### src/rtl/pipe_hazard_ctrl.sv
// Pipeline sequencer for the 4-stage core: RAW scoreboard,
// hold/bubble/flush generation and saturating perf counters.
module pipe_hazard_ctrl #(
  parameter bit RF_BYPASS = 1'b0,
  parameter int CNT_W     = 16
) (
  input  logic             clk,
  input  logic             rst,
  input  logic             dof_valid,
  input  logic [4:0]       dof_da,
  input  logic [4:0]       dof_aa,
  input  logic [4:0]       dof_ba,
  input  logic             dof_rw,
  input  logic             dof_ma,
  input  logic             dof_mb,
  input  logic             ex_br_taken,
  input  logic             mem_busy,
  output logic             pc_hold,
  output logic             ir_hold,
  output logic             ex_bubble,
  output logic             ex_hold,
  output logic             if_flush,
  output logic [1:0]       pipe_state,
  output logic [CNT_W-1:0] stall_cnt,
  output logic [CNT_W-1:0] flush_cnt
);

  typedef enum logic [1:0] {
    C_RUN    = 2'd0,
    C_STALL  = 2'd1,
    C_FLUSH  = 2'd2,
    C_FREEZE = 2'd3
  } cls_t;

  typedef struct packed {
    logic       v;
    logic [4:0] da;
  } sb_t;

  sb_t  sb_ex;
  sb_t  sb_wb;
  sb_t  sb_new;
  cls_t cls;
  logic hz_ex;
  logic hz_wb;
  logic hazard;

  function automatic logic hit(
    input sb_t        e,
    input logic       ma,
    input logic       mb,
    input logic [4:0] aa,
    input logic [4:0] ba
  );
    logic rd;
    rd = (!ma && aa == e.da) || (!mb && ba == e.da);
    return rd && e.v && (e.da != 5'd0);
  endfunction

  // Scoreboard is treated as empty while rst is high.
  always_comb begin
    hz_ex  = hit(sb_ex, dof_ma, dof_mb, dof_aa, dof_ba);
    hz_wb  = hit(sb_wb, dof_ma, dof_mb, dof_aa, dof_ba);
    hazard = !rst && dof_valid &&
             (hz_ex || (!RF_BYPASS && hz_wb));
  end

  always_comb begin
    cls = C_RUN;
    if (mem_busy)
      cls = C_FREEZE;
    else if (ex_br_taken)
      cls = C_FLUSH;
    else if (hazard)
      cls = C_STALL;
  end

  always_comb begin
    pc_hold   = 1'b0;
    ir_hold   = 1'b0;
    ex_bubble = 1'b0;
    ex_hold   = 1'b0;
    if_flush  = 1'b0;
    unique case (cls)
      C_STALL: begin
        pc_hold   = 1'b1;
        ir_hold   = 1'b1;
        ex_bubble = 1'b1;
      end
      C_FLUSH: begin
        if_flush  = 1'b1;
        ex_bubble = 1'b1;
      end
      C_FREEZE: begin
        pc_hold = 1'b1;
        ir_hold = 1'b1;
        ex_hold = 1'b1;
      end
      default: ;
    endcase
  end

  always_comb begin
    sb_new = '0;
    if (cls == C_RUN) begin
      sb_new.v  = dof_valid && dof_rw && (dof_da != 5'd0);
      sb_new.da = dof_da;
    end
  end

  always_ff @(posedge clk) begin
    if (rst) begin
      sb_ex <= '0;
      sb_wb <= '0;
    end else if (cls != C_FREEZE) begin
      sb_wb <= sb_ex;
      sb_ex <= sb_new;
    end
  end

  always_ff @(posedge clk) begin
    if (rst) begin
      pipe_state <= 2'd0;
      stall_cnt  <= '0;
      flush_cnt  <= '0;
    end else begin
      pipe_state <= cls;
      if (cls == C_STALL && stall_cnt != '1)
        stall_cnt <= stall_cnt + 1'b1;
      if (cls == C_FLUSH && flush_cnt != '1)
        flush_cnt <= flush_cnt + 1'b1;
    end
  end

endmodule

### config.mk
export PLATFORM = sky130hd
export DESIGN_NAME = pipe_hazard_ctrl
export DESIGN_NICKNAME = d
export VERILOG_FILES = /design/src/rtl/pipe_hazard_ctrl.sv
export SDC_FILE = /design/constraint.sdc
export NUM_CORES = 1
export LEC_CHECK = 0
export CAP_MARGIN = 40
export CORE_MARGIN = 8
export CORE_UTILIZATION = 45
export DETAILED_ROUTE_END_ITERATION = 10
export PLACE_DENSITY = 0.74
export SLEW_MARGIN = 10
export SYNTH_ARGS = -nofsm -noshare
export SYNTH_HDL_FRONTEND = slang
export SYNTH_SLANG_ARGS = --single-unit
### constraint.sdc
create_clock -name clk -period 2.51 [get_ports clk]
set_input_delay 0.3765 -clock clk [delete_from_list [all_inputs] [get_ports clk]]
set_output_delay 0.3765 -clock clk [all_outputs]
set_load 0.03 [all_outputs]
==> results.tsv <==
metric	value	unit
critical path's slowest cell	dfxtp_1	
core area	0.00537	sq mm
gate family responsible for the most delay along the worst path	compound AO/OA/AOI/OAI gates	
origin of the critical flop-to-flop path	sb_ex[1]	
Vias/cell	5.29	
largest net degree at the start of global routing	32	
WHS Endpoint	sb_ex[5]	
P_leak	0.00130	uW
R2R Path End	stall_cnt[9]	
Worst-Skew Late Latency	300	ps
fraction of layout instances using a drive strength above 1	0.174	
clock root buffer	clkbuf_8	
largest stage delay on the critical path	320	ps
first-pass GRT wire length	10500	um
initial core utilization	0.454	
PwrDens	426	mW/mm^2
final worst-path cycle share	0.956	
XOR/XNOR Fraction of Synth Area	0.115	
row count	27	
Via Count	2328	
synthesized area	0.00244	sq mm
Worst Setup Path Type	reg2out	
Post-Layout Cell Count	440	
Clock Skew	14.3	ps
Die Ht	89.6	um
Max Slew Vio Count	0	
CTS H-tree depth	2	
placed insts	422	
max frequency	0.417	GHz
initial antenna violation count	0	
final antenna-violating net count	0	
fin crit period	2400	ps
PnR worst setup slack	110	ps
drt total wl	6620	um
worst-path cell chain	buf_4 > xor2_1 > nor4_2 > a22oi_2 > o22a_1 > nor2_2 > o21ba_2 > buf_4	
Top Ports	62	
cts bufs inserted	5	
First DRT Iteration DRCs	105	
FF+latch area	935	sq um
Hold Path Class	in2reg	
drt drc	0	
Port-buffer cells	61	
cell mode on critical path	buf_4	
Startpoint Class	flip-flop	
Initial DRT Pass Iterations	4	
FF+latch count, synth	46	
average wire per standard cell	15.1	um
worst-margin pin slew	442	ps
NumNets Final	392	
Synth-to-Final Area Change	40.8	%
FILL cells	467	
clk sinks	46	
Reg clk slew, reported paths	90	ps
max_slew headroom	0.704	
number of global-route vias before repair	2258	
setup TNS	0	ps
TritonCTS clock tree	built	
Yosys warnings	0	
Worst R2R Path Depth	8	
status	completed	
Max Cap Violations	0	
reg2reg setup slack	140	ps
sequential fraction of the synthesis area	0.377	
Syn Inst Count	289	
CP Capture Type	primary output	
Worst Hold Path Cells	4	
DPL Wire Length	4770	um
Hold Violations, Final	0	
Peak supply drop	0.263	mV
Req. time, crit path	2130	ps
hold wc startpoint	rst	
Overflow after GRT	0	
diodes inserted	0	
post-synthesis cell type count	39	
Die W	89.6	um
buffer and inverter count on the worst path	2	
Syn Nets	314	
Mapped Avg Cell Area	8.44	sq um
Multi-input gate area	0.00152	sq mm
dpl ws	-224	ps
Crit Path Max Fanout	4	
mux contribution to synthesized area	0.0559	
post-synthesis simple-gate area fraction	0.307	
RSZ-0062 raised after global routing	no	
Die ar.	0.00803	sq mm
Final setup viols	0	
Synth Area in Compound Gates	0.106	
routability cong.	0.946	
largest family of logic cells by synthesized area	simple AND/OR/NAND/NOR gates	
Adder-Cell Fraction of Synth Area	0.0103	
CTS Buffer Depth	2	
CTS Hold Bufs	0	
total track usage	0.166	
crit path DAT	2020	ps
==> cell families (layout without fill, tap and decap cells) <==
logic type                 count (synthesis)  in the layout
buffers and inverters                     17             96
DFF                                       46             46
muxes                                     13             13
adders and majority gates                  2              2
xor gates and xnor gates                  32             32
and+or+nand+nor                          138            138
AOI/OAI and AO/OA                         41             41
==> worst max-delay path by stage <==
stage / endpoint / from / cells past startpoint
2_1_floorplan: pc_hold / dof_ba[4] / 8
4_1_cts: pc_hold / sb_wb[2] / 7
5_1_grt: ex_bubble / sb_ex[1] / 8
3_3_place_gp: stall_cnt[9] / dof_aa[4] / 7
6_report: ex_bubble / sb_ex[1] / 8
3_5_place_dp: stall_cnt[9] / dof_ba[4] / 7
==> cells in the final DEF, fill, tap and decap left out, drive strengths merged, types with 9 or more instances in the layout <==
| cell | instances |
|---|---|
| a21oi | 11 |
| and3 | 9 |
| buf | 31 |
| clkdlybuf4s50 | 45 |
| dfxtp | 46 |
| dlygate4sd2 | 9 |
| nand2 | 12 |
| nand3 | 15 |
| nand3b | 11 |
| nor2 | 39 |
| o21ai | 12 |
| o31ai | 9 |
| or4 | 12 |
| xor2 | 30 |
==> worst register-to-register path, cell delays in order (launching register included) <==
cell     delay (ps)
dfxtp_1         320
buf_4           150
xor2_1          160
nor4_2          280
a22oi_2         130
o22a_1          230
buf_4           150
or4_1           530
mux2_1          320
==> synth_stat cells <==
master,number,area share
nor2_1,39,0.060
a22oi_1,2,0.0062
clkbuf_1,11,0.017
o21ai_0,12,0.025
nor2b_1,8,0.021
nor4_1,5,0.013
nand2_1,12,0.018
nor3_1,8,0.016
buf_2,2,0.0041
or4_1,12,0.037
nand4_1,7,0.018
or3_1,2,0.0051
inv_1,2,0.0031
mux2_2,4,0.018
ha_1,2,0.010
nand2b_1,3,0.0077
or2_2,1,0.0026
dfxtp_1,46,0.38
and4_1,3,0.011
o31ai_1,9,0.028
buf_4,1,0.0031
mux2i_1,8,0.033
nand3_1,15,0.031
a21oi_1,11,0.023
o21a_1,1,0.0031
a21bo_2,1,0.0041
o21ba_2,2,0.0082
mux2_1,1,0.0046
nand3b_1,11,0.034
buf_1,1,0.0015
o22a_1,1,0.0036
a31oi_1,1,0.0026
and2_0,1,0.0026
xnor2_1,2,0.0072
and3_1,9,0.023
nor4_2,1,0.0051
and2_1,1,0.0026
xor2_1,30,0.11
o211ai_1,1,0.0031
==> power breakdown <==
part           internal (uW)  switching [uW]
logic                   84.9            91.2
clock network            298             244
registers                736            9.68
==> per-stage QoR <==
| stage | hold slack (ps) | instance area, sq um | power (uW) | utilization |
|---|---|---|---|---|
| 2_1_floorplan | 452 | 2440 | 848 | - |
| 3_3_place_gp | 472 | 3180 | 925 | 0.591 |
| 3_5_place_dp | 490 | 3180 | 929 | 0.591 |
| 4_1_cts | 411 | 3360 | 1480 | 0.625 |
| 5_1_grt | 460 | 3440 | 1520 | 0.640 |
| 6_report | 437 | 3440 | 1460 | 0.640 |
==> final cells by class <==
cell class / instances / share of cell area
clock buffer: 7 / 0.0222
clock inverter: 1 / 0.00874
inverter: 2 / 0.00218
multi-input combinational: 226 / 0.442
sequential: 46 / 0.272
tap: 72 / 0.0262
timing repair buffer: 86 / 0.227
==> state kept, by name (all words and copies together), names as in the netlist <==
name and cells:
flush_cnt 16, pipe_state 2, sb_ex 6, sb_wb 6, stall_cnt 16
==> timing repair <==
item | 4_1_cts | 5_1_grt
cloned | 0 | 0
pin swaps | 6 | 11
gates resized for setup | 17 | 19
endpoints found under the setup margin | 3 | 4
setup buffers | 8 | 4
==> layer usage <==
metal  vias to the layer above  global-route usage  wire, um
li1                       1187                   -         -
met1                      1073               0.199      2860
met2                        58               0.277      3270
met3                        10              0.0391       409
met4                         0              0.0695        89
met5                         -                   0         0
No activity file was read; power rests on OpenSTA's default activity.
